## config.mk

```make
export PLATFORM = sky130hd
export DESIGN_NAME = rr_mux_arbiter_flat
export DESIGN_NICKNAME = d
export VERILOG_FILES = /design/src/rtl/rr_mux_arbiter_if.sv /design/src/rtl/rr_mux_arbiter.sv /design/src/flat_wrapper.sv
export SDC_FILE = /design/constraint.sdc
export NUM_CORES = 1
export LEC_CHECK = 0
export BUFFER_PORTS_ARGS = -buffer_cell sky130_fd_sc_hd__clkbuf_2
export CORE_MARGIN = 2
export CORE_UTILIZATION = 55
export CTS_BUF_LIST = sky130_fd_sc_hd__clkbuf_2
export CTS_CLUSTER_SIZE = 25
export DETAILED_ROUTE_END_ITERATION = 6
export MAX_ROUTING_LAYER = met4
export PLACE_DENSITY = 0.81
export SYNTH_ARGS = -nofsm -noshare
export SYNTH_HDL_FRONTEND = slang
export SYNTH_SLANG_ARGS = --single-unit
```

## constraint.sdc

```tcl
create_clock -name clk -period 2.8 [get_ports clk]
set_clock_uncertainty 0.2 [all_clocks]
set_input_delay 0.56 -clock clk [delete_from_list [all_inputs] [get_ports clk]]
set_output_delay 0.56 -clock clk [all_outputs]
set_load 0.05 [all_outputs]
```

## src/rtl/rr_mux_arbiter_if.sv

```systemverilog
// Handshake bundle between the requesters/consumer and rr_mux_arbiter.
// The arbiter uses the slave modport; the requester/consumer side uses master.
interface rr_mux_arbiter_if #(
    parameter int N = 2
);
    localparam int R = 1 << N;

    logic [R-1:0] req;
    logic         ready_i;
    logic [R-1:0] gnt;
    logic [N-1:0] s;
    logic         valid_o;
    logic [R-1:0] ack;
    logic         busy;

    modport slave (
        input  req,
        input  ready_i,
        output gnt,
        output s,
        output valid_o,
        output ack,
        output busy
    );

    modport master (
        output req,
        output ready_i,
        input  gnt,
        input  s,
        input  valid_o,
        input  ack,
        input  busy
    );
endinterface

```

## src/rtl/rr_mux_arbiter.sv

```systemverilog
// Round-robin arbiter driving the select of a shared mux_n plus a valid/ready handshake.
// Define RR_HOLD_EN to let a granted requester keep the path for up to MAX_BURST transfers.
module rr_mux_arbiter #(
    parameter int N         = 2,
    parameter int MAX_BURST = 4
) (
    input  logic            clk,
    input  logic            rst,
    rr_mux_arbiter_if.slave bus
);
    localparam int R = 1 << N;

    typedef enum logic {IDLE, GRANT} state_t;

    state_t       r_state, w_state_nxt;
    logic [R-1:0] r_gnt, w_gnt_nxt;
    logic [N-1:0] r_s, w_s_nxt;
    logic [N-1:0] r_ptr, w_ptr_nxt;
    logic         r_valid, w_valid_nxt;
    logic [N-1:0] w_ptr_adv;
    logic [R-1:0] w_cand;
    logic [N-1:0] w_win;
    logic         w_hold;

    // First set bit of mask, scanning upward from start and wrapping mod R.
    function automatic logic [N-1:0] f_pick(input logic [R-1:0] mask, input logic [N-1:0] start);
        logic [N-1:0] idx;
        logic         found;
        f_pick = start;
        found  = 1'b0;
        for (int i = 0; i < R; i++) begin
            idx = start + N'(i);
            if (!found && mask[idx]) begin
                f_pick = idx;
                found  = 1'b1;
            end
        end
    endfunction

    assign w_ptr_adv = r_s + N'(1);

`ifdef RR_HOLD_EN
    logic [7:0] r_burst, w_burst_nxt;

    assign w_hold = bus.req[r_s] && ((r_burst + 8'd1) < 8'(MAX_BURST));

    always_ff @(posedge clk or posedge rst) begin
        if (rst) r_burst <= 8'd0;
        else     r_burst <= w_burst_nxt;
    end
`else
    assign w_hold = 1'b0;
`endif

    always_ff @(posedge clk or posedge rst) begin
        if (rst) begin
            r_state <= IDLE;
            r_gnt   <= '0;
            r_s     <= '0;
            r_ptr   <= '0;
            r_valid <= 1'b0;
        end else begin
            r_state <= w_state_nxt;
            r_gnt   <= w_gnt_nxt;
            r_s     <= w_s_nxt;
            r_ptr   <= w_ptr_nxt;
            r_valid <= w_valid_nxt;
        end
    end

    always_comb begin
        w_state_nxt = r_state;
        w_gnt_nxt   = r_gnt;
        w_s_nxt     = r_s;
        w_ptr_nxt   = r_ptr;
        w_valid_nxt = r_valid;
        w_cand      = '0;
        w_win       = '0;
`ifdef RR_HOLD_EN
        w_burst_nxt = r_burst;
`endif
        case (r_state)
            IDLE: begin
                if (|bus.req) begin
                    w_win       = f_pick(bus.req, r_ptr);
                    w_gnt_nxt   = R'(1) << w_win;
                    w_s_nxt     = w_win;
                    w_valid_nxt = 1'b1;
                    w_state_nxt = GRANT;
`ifdef RR_HOLD_EN
                    w_burst_nxt = 8'd0;
`endif
                end
            end
            GRANT: begin
                // A requester dropping out before its ack forfeits the grant; ptr stays put.
                if (!bus.req[r_s]) begin
                    w_gnt_nxt   = '0;
                    w_valid_nxt = 1'b0;
                    w_state_nxt = IDLE;
`ifdef RR_HOLD_EN
                    w_burst_nxt = 8'd0;
`endif
                end else if (bus.ready_i) begin
                    if (w_hold) begin
`ifdef RR_HOLD_EN
                        w_burst_nxt = r_burst + 8'd1;
`endif
                    end else begin
                        w_ptr_nxt = w_ptr_adv;
                        w_cand    = bus.req & ~r_gnt;
`ifdef RR_HOLD_EN
                        w_burst_nxt = 8'd0;
`endif
                        // Re-arbitrate immediately so a different requester follows with no bubble.
                        if (|w_cand) begin
                            w_win     = f_pick(w_cand, w_ptr_adv);
                            w_gnt_nxt = R'(1) << w_win;
                            w_s_nxt   = w_win;
                        end else begin
                            w_gnt_nxt   = '0;
                            w_valid_nxt = 1'b0;
                            w_state_nxt = IDLE;
                        end
                    end
                end
            end
            default: begin
                w_gnt_nxt   = '0;
                w_valid_nxt = 1'b0;
                w_state_nxt = IDLE;
            end
        endcase
    end

    assign bus.gnt     = r_gnt;
    assign bus.s       = r_s;
    assign bus.valid_o = r_valid;
    assign bus.busy    = r_valid;
    assign bus.ack     = r_gnt & {R{r_valid & bus.ready_i}};
endmodule

```

## src/flat_wrapper.sv

```systemverilog
// flat-port wrapper written by rule: the top's interface ports become plain ports
module rr_mux_arbiter_flat 
#(
    parameter int N         = 2,
    parameter int MAX_BURST = 4
)
  (clk, rst, bus_req, bus_ready_i, bus_gnt, bus_s, bus_valid_o, bus_ack, bus_busy);
  rr_mux_arbiter_if #(.N(N)) bus_i ();
  input  logic clk;
  input  logic rst;
  input wire logic [$bits(bus_i.req)-1:0] bus_req;
  input wire logic [$bits(bus_i.ready_i)-1:0] bus_ready_i;
  output wire logic [$bits(bus_i.gnt)-1:0] bus_gnt;
  output wire logic [$bits(bus_i.s)-1:0] bus_s;
  output wire logic [$bits(bus_i.valid_o)-1:0] bus_valid_o;
  output wire logic [$bits(bus_i.ack)-1:0] bus_ack;
  output wire logic [$bits(bus_i.busy)-1:0] bus_busy;
  assign bus_i.req = bus_req;
  assign bus_i.ready_i = bus_ready_i;
  assign bus_gnt = bus_i.gnt;
  assign bus_s = bus_i.s;
  assign bus_valid_o = bus_i.valid_o;
  assign bus_ack = bus_i.ack;
  assign bus_busy = bus_i.busy;
  rr_mux_arbiter #(.N(N), .MAX_BURST(MAX_BURST)) u_core (.clk(clk), .rst(rst), .bus(bus_i));
endmodule
```

==> run metrics, run 1 <==
Hold Buf Count CTS 0; Register Area 250 um2; synthesis-to-layout area growth 10.9%; Sw Ratio 57.4%; Reg power frac 29.3%; Die Wd 42.6 um; critical path endpoint category flip-flop; Clk pin slew, worst setup/hold paths 0.11 ns; DR WL/cell 15.4 um; Final ANT Viol Nets 0; htree depth 1; clock root cell clkbuf_2; Syn Nets 107; maximum VDD drop 0.629 mV; Tightest Pin Transition 0.499 ns; dpl hpwl 1520 um; share of post-route cells with drive strength above 1 22.4%; Clk Latency, worst-skew pair 0.26 ns; vias in the first global route 753; Vias per Instance 6.37; reg2reg start u_core.bus.s[0]; Die Y 42.6 um; startpoint types flip-flop; outcome finished clean; r2r setup slk 0.63 ns; FF-to-FF End u_core.bus.s[0]; core area 1350 um2; crit-path cells mux4_2, nand3_4, a31oi_4, o22a_1, a22o_1; total power per unit cell area 1220 nW/um2; Psw 0.637 mW; final hold vios 0; RSZ-0062 raised after global routing false; cells on worst reg2reg path 5; Final min period 2.17 ns; CP max-delay cell mux4_2; average size of a mapped cell 8.18 um2; first-pass GRT wire length 3380 um; overall power 1.11 mW; slack of the critical path 0.634 ns; # IOs 19; WS Path Type flip-flop to flip-flop; CTS tree done; power share of the clock group 7.4%; Max Root-Sink Buffers 2; synthesized flop and latch total 10; gr ovfl total 0; final WL 2010 um; maximum fanout along the worst path 11; via count 834; setup TNS 0 ns; PortBufs 18; internal power 0.472 mW; largest net degree at the start of global routing 12; worst hold path type input port to async pin; Post-CTS Setup Repair Bufs 0; CP bufs+invs 0; Post-Place Worst Slack 0.609 ns; area of the multi-input gates 503 um2; diode count 0; Comb pwr share 63.2%; sequential-to-total area share from yosys stat 30.6%; gpl congestion 0.868; leak pwr 0.427 nW; cts bufs inserted 3; Iter 0 DRT Violations 16; FMAX 462 MHz; Tcrit/Tclk final 77.4%; FILL cells 120; CP startpoint u_core.bus.s[0]; clock sinks 10; row count 13; Cell variety after synth 39; post-synthesis cell area 818 um2; total track usage 26.0%; max incr delay on CP 0.63 ns; headroom to the max-slew limit 66.8%; synth warn 0; Initial Util 60.6%; post-CTS sizing 0; Cells after Synth 100; max_cap viols 0; initial antenna violation count 0; Critical Path RT 2.77 ns; Die ar. 1810 um2; Remaining DRCs 0; Final Max Tran Viols 0; TritonRoute pass-1 iters 4; Setup Viol. Count Final 0; Worst EP arrival 2.13 ns; NumNets Final 124; CP top delay family multiplexers
metrics by stage:
step / utilization (%) / hold WS (ns) / area, um2 / std cells
after floorplan: - / 0.200 / 818 / 100
after global placement: 65.8 / 0.328 / 888 / 127
after detailed placement: 65.8 / 0.348 / 888 / 127
after CTS: 67.2 / 0.0392 / 907 / 131
after global routing: 67.2 / 0.0665 / 907 / 131
final: 67.2 / 0.0374 / 907 / 131
metal layers:
layer	vias to the layer above	track usage (%)	routed length [um]
met5	-	-	0
met4	0	15.6	80
met3	8	6.03	115
met2	33	41.2	1010
met1	391	29.7	807
li1	402	-	-
layout make-up:
cell class / instances / share of cell area, %
multi-input cells: 77 / 55.4
clock inverters: 1 / 0.414
repair buffers: 18 / 9.93
well taps: 15 / 2.07
flip-flops and latches: 10 / 27.6
inverters: 7 / 2.90
clock buffers: 3 / 1.66
cells in the mapped netlist:
cell type	count	area [um2]
o211ai_1	1	7.51
nand3b_1	1	7.51
nor3_1	5	25.0
buf_6	1	11.3
a21oi_1	8	40.0
nand2_1	10	37.5
dfrtp_1	10	250
o21ai_1	2	10.0
nor2b_1	4	25.0
a31oi_4	1	21.3
a41oi_1	1	8.76
nand3_1	1	5.00
a32oi_1	1	8.76
nand3_4	1	17.5
buf_2	4	20.0
buf_4	1	7.51
nand2b_1	4	25.0
a211oi_1	1	7.51
o22ai_1	1	6.26
a221o_1	2	20.0
nor2_1	9	33.8
nor4_1	1	6.26
a211o_1	1	8.76
xor2_1	1	8.76
o21ai_0	3	15.0
a22oi_1	1	7.51
mux4_2	1	22.5
and2b_1	1	7.51
o221ai_1	3	26.3
and3_1	4	25.0
inv_1	7	26.3
a31oi_1	1	6.26
or2b_1	1	7.51
o22a_1	1	8.76
o221a_2	1	11.3
o22a_2	1	10.0
a2bb2oi_1	1	8.76
a22o_1	1	8.76
o21a_1	1	7.51
state kept, by name, indices dropped and copies added, names as in the netlist:
| signal | flops |
|---|---|
| u_core.r_ptr | 2 |
| u_core.r_state | 1 |
| u_core.bus.s | 2 |
| u_core.bus.gnt | 4 |
| u_core.bus.busy | 1 |
worst max-delay path by stage:
stage,cells after the start,to,slack (ns)
3_5_place_dp,6,u_core.bus.s[0],0.61
5_1_grt,5,u_core.bus.s[0],0.55
2_1_floorplan,6,u_core.bus.s[0],0.56
4_1_cts,5,u_core.bus.s[0],0.64
6_report,5,u_core.bus.s[0],0.63
3_3_place_gp,6,u_core.bus.s[0],0.62
power by group through the flow:
stage | Combinational, mW | Clock [mW] | Sequential [mW]
final | 0.702 | 0.0824 | 0.325
after global routing | 0.759 | 0.0925 | 0.339
after CTS | 0.700 | 0.0861 | 0.324
after detailed placement | 0.696 | 0 | 0.327
after global placement | 0.686 | 0 | 0.323
after floorplan | 0.507 | 0 | 0.390
worst reg2reg max path, stage by stage, from the launching register on:
cell and delay (ns):
dfrtp_1 0.62, mux4_2 0.63, nand3_4 0.17, a31oi_4 0.06, o22a_1 0.20, a22o_1 0.19
cells in the final DEF (no fill, tap or decap), types with 2 or more instances in the layout:
cell,Yosys,layout
o21ai_1,2,2
nor2b_1,4,4
nor3_1,5,5
o21ai_0,3,3
a21oi_1,8,8
o221ai_1,3,3
dfrtp_1,10,10
inv_1,7,7
and3_1,4,4
nor2_1,9,9
nand2_1,10,10
a221o_1,2,2
nand2b_1,4,4
clkbuf_2,0,21
kinds of logic after synthesis:
family | Yosys count | share of synthesized area (%)
mux | 1 | 2.75
simple gates | 42 | 27.2
xor+xnor | 1 | 1.07
flops | 10 | 30.6
compound gates | 33 | 30.4
buf+inv | 13 | 7.95
No activity file was read; power rests on OpenSTA's default activity.
==> run 2: changes to the inputs <==
Settings changed: CORE_UTILIZATION 55 to 49, PLACE_DENSITY 0.81 to 0.77.
Clock period 2.8 ns to 1.9 ns, I/O delays scaled along.
==> run metrics, run 2 (same netlist as run 1, synthesis figures left out) <==
first-pass GRT wire length 3750 um; Core Util, Final 73.1%; diode count 0; total power per unit cell area 1730 nW/um2; cts bufs inserted 3; Initial Util 53.1%; final WL 2450 um; NumNets Final 147; TritonRoute pass-1 iters 4; setup TNS 0 ns; worst hold path type flip-flop to flip-flop; DR WL/cell 15.8 um; critical path endpoint category flip-flop; PortBufs 18; clock sinks 10; maximum VDD drop 1.07 mV; vias in the first global route 814; Final Max Tran Viols 0; Critical Path RT 1.83 ns; most frequent cells in the layout 22 x clkbuf_2, 22 x buf_4, 10 x nand2_1; WS Path Type flip-flop to flip-flop; initial antenna violation count 0; overall power 1.94 mW; leak pwr 0.545 nW; dpl hpwl 1870 um; via count 925; power share of the clock group 6.5%; FILL cells 130; outcome finished clean; Reg power frac 23.0%; Die ar. 2010 um2; final hold vios 0; Die Wd 44.9 um; RSZ-0062 raised after global routing false; internal power 0.905 mW; Post-Place Worst Slack -0.113 ns; Comb pwr share 70.5%; Vias per Instance 5.97; gr ovfl total 0; worst hold slack 0.347 ns; gpl congestion 0.947; Max Root-Sink Buffers 2; Final min period 1.87 ns; Tightest Pin Transition 0.530 ns; Clk pin slew, worst setup/hold paths 0.10 ns; Worst EP arrival 1.81 ns; max reg flops 4; synthesis-to-layout area growth 37.6%; total track usage 26.8%; Setup Viol. Count Final 0; max_cap viols 0; # IOs 19; FMAX 534 MHz; Sw Ratio 53.4%; slack of the critical path 0.0261 ns; largest net degree at the start of global routing 11; maximum fanout along the worst path 5; clock root cell clkbuf_2; Clk Latency, worst-skew pair 0.26 ns; row count 14; Iter 0 DRT Violations 24; share of post-route cells with drive strength above 1 43.2%; startpoint types flip-flop; htree depth 1; CTS tree done; Psw 1.04 mW; Remaining DRCs 0; core area 1540 um2; Final ANT Viol Nets 0; Tcrit/Tclk final 98.6%; headroom to the max-slew limit 64.7%; Die Y 44.9 um
==> run 2: power by group through the flow <==
stage	Sequential, mW	Clock, mW	Combinational, mW
after floorplan	0.577	0	0.755
after global placement	0.446	0	1.23
after detailed placement	0.451	0	1.25
after CTS	0.449	0.131	1.28
after global routing	0.461	0.136	1.46
final	0.447	0.127	1.37
==> run 2: path summary, 6_finish.rpt <==
path	to	depth (start not counted)	from	slack [ns]
max	u_core.bus.gnt[2]	4	u_core.bus.s[0]	0.03
min	u_core.r_ptr[0]	2	u_core.r_ptr[0]	0.35
max reg2reg	u_core.bus.gnt[2]	4	u_core.bus.s[0]	0.03
min reg2reg	u_core.r_ptr[0]	2	u_core.r_ptr[0]	0.35
max in group asynchronous	u_core.bus.s[0]	3	rst	0.81
min in group asynchronous	u_core.r_state	3	rst	0.40
==> run 2: cell type report <==
type	instances	area [um2]	share of cell area [%]
Clock buffer	4	20.0	1.78
Multi-Input combinational cell	77	543	48.2
Tap cell	16	20.0	1.78
Inverter	7	26.3	2.33
Timing Repair Buffer	41	265	23.6
Sequential cell	10	251	22.3
==> run 2: stage by stage <==
| stage | instance area (um2) | std cells |
|---|---|---|
| after CTS | 1090 | 153 |
| after detailed placement | 1040 | 148 |
| final | 1130 | 155 |
| after global placement | 1040 | 148 |
| after floorplan | 823 | 100 |
| after global routing | 1130 | 155 |
==> run 2: routing by layer <==
layer	up-vias	wire (um)	global-route usage [%]	share of wire, %
li1	443	-	-	-
met1	447	978	32.2	40
met2	32	1320	44.9	54
met3	3	128	6.00	5.2
met4	0	27	7.65	1.1
met5	-	0	-	0
==> run 2: timing repair <==
action,in CTS,in global routing
gates resized for setup,3,6
hold buffers,1,0
hold endpoints to repair,10,0
setup buffers,0,2
endpoints found under the setup margin,2,4
==> run 2: worst max-delay path, cell delays in order, from the launching register on <==
cell and delay [ns]:
dfrtp_2 0.43, mux4_2 0.57, nand2b_1 0.12, a21oi_2 0.08, a221o_1 0.34
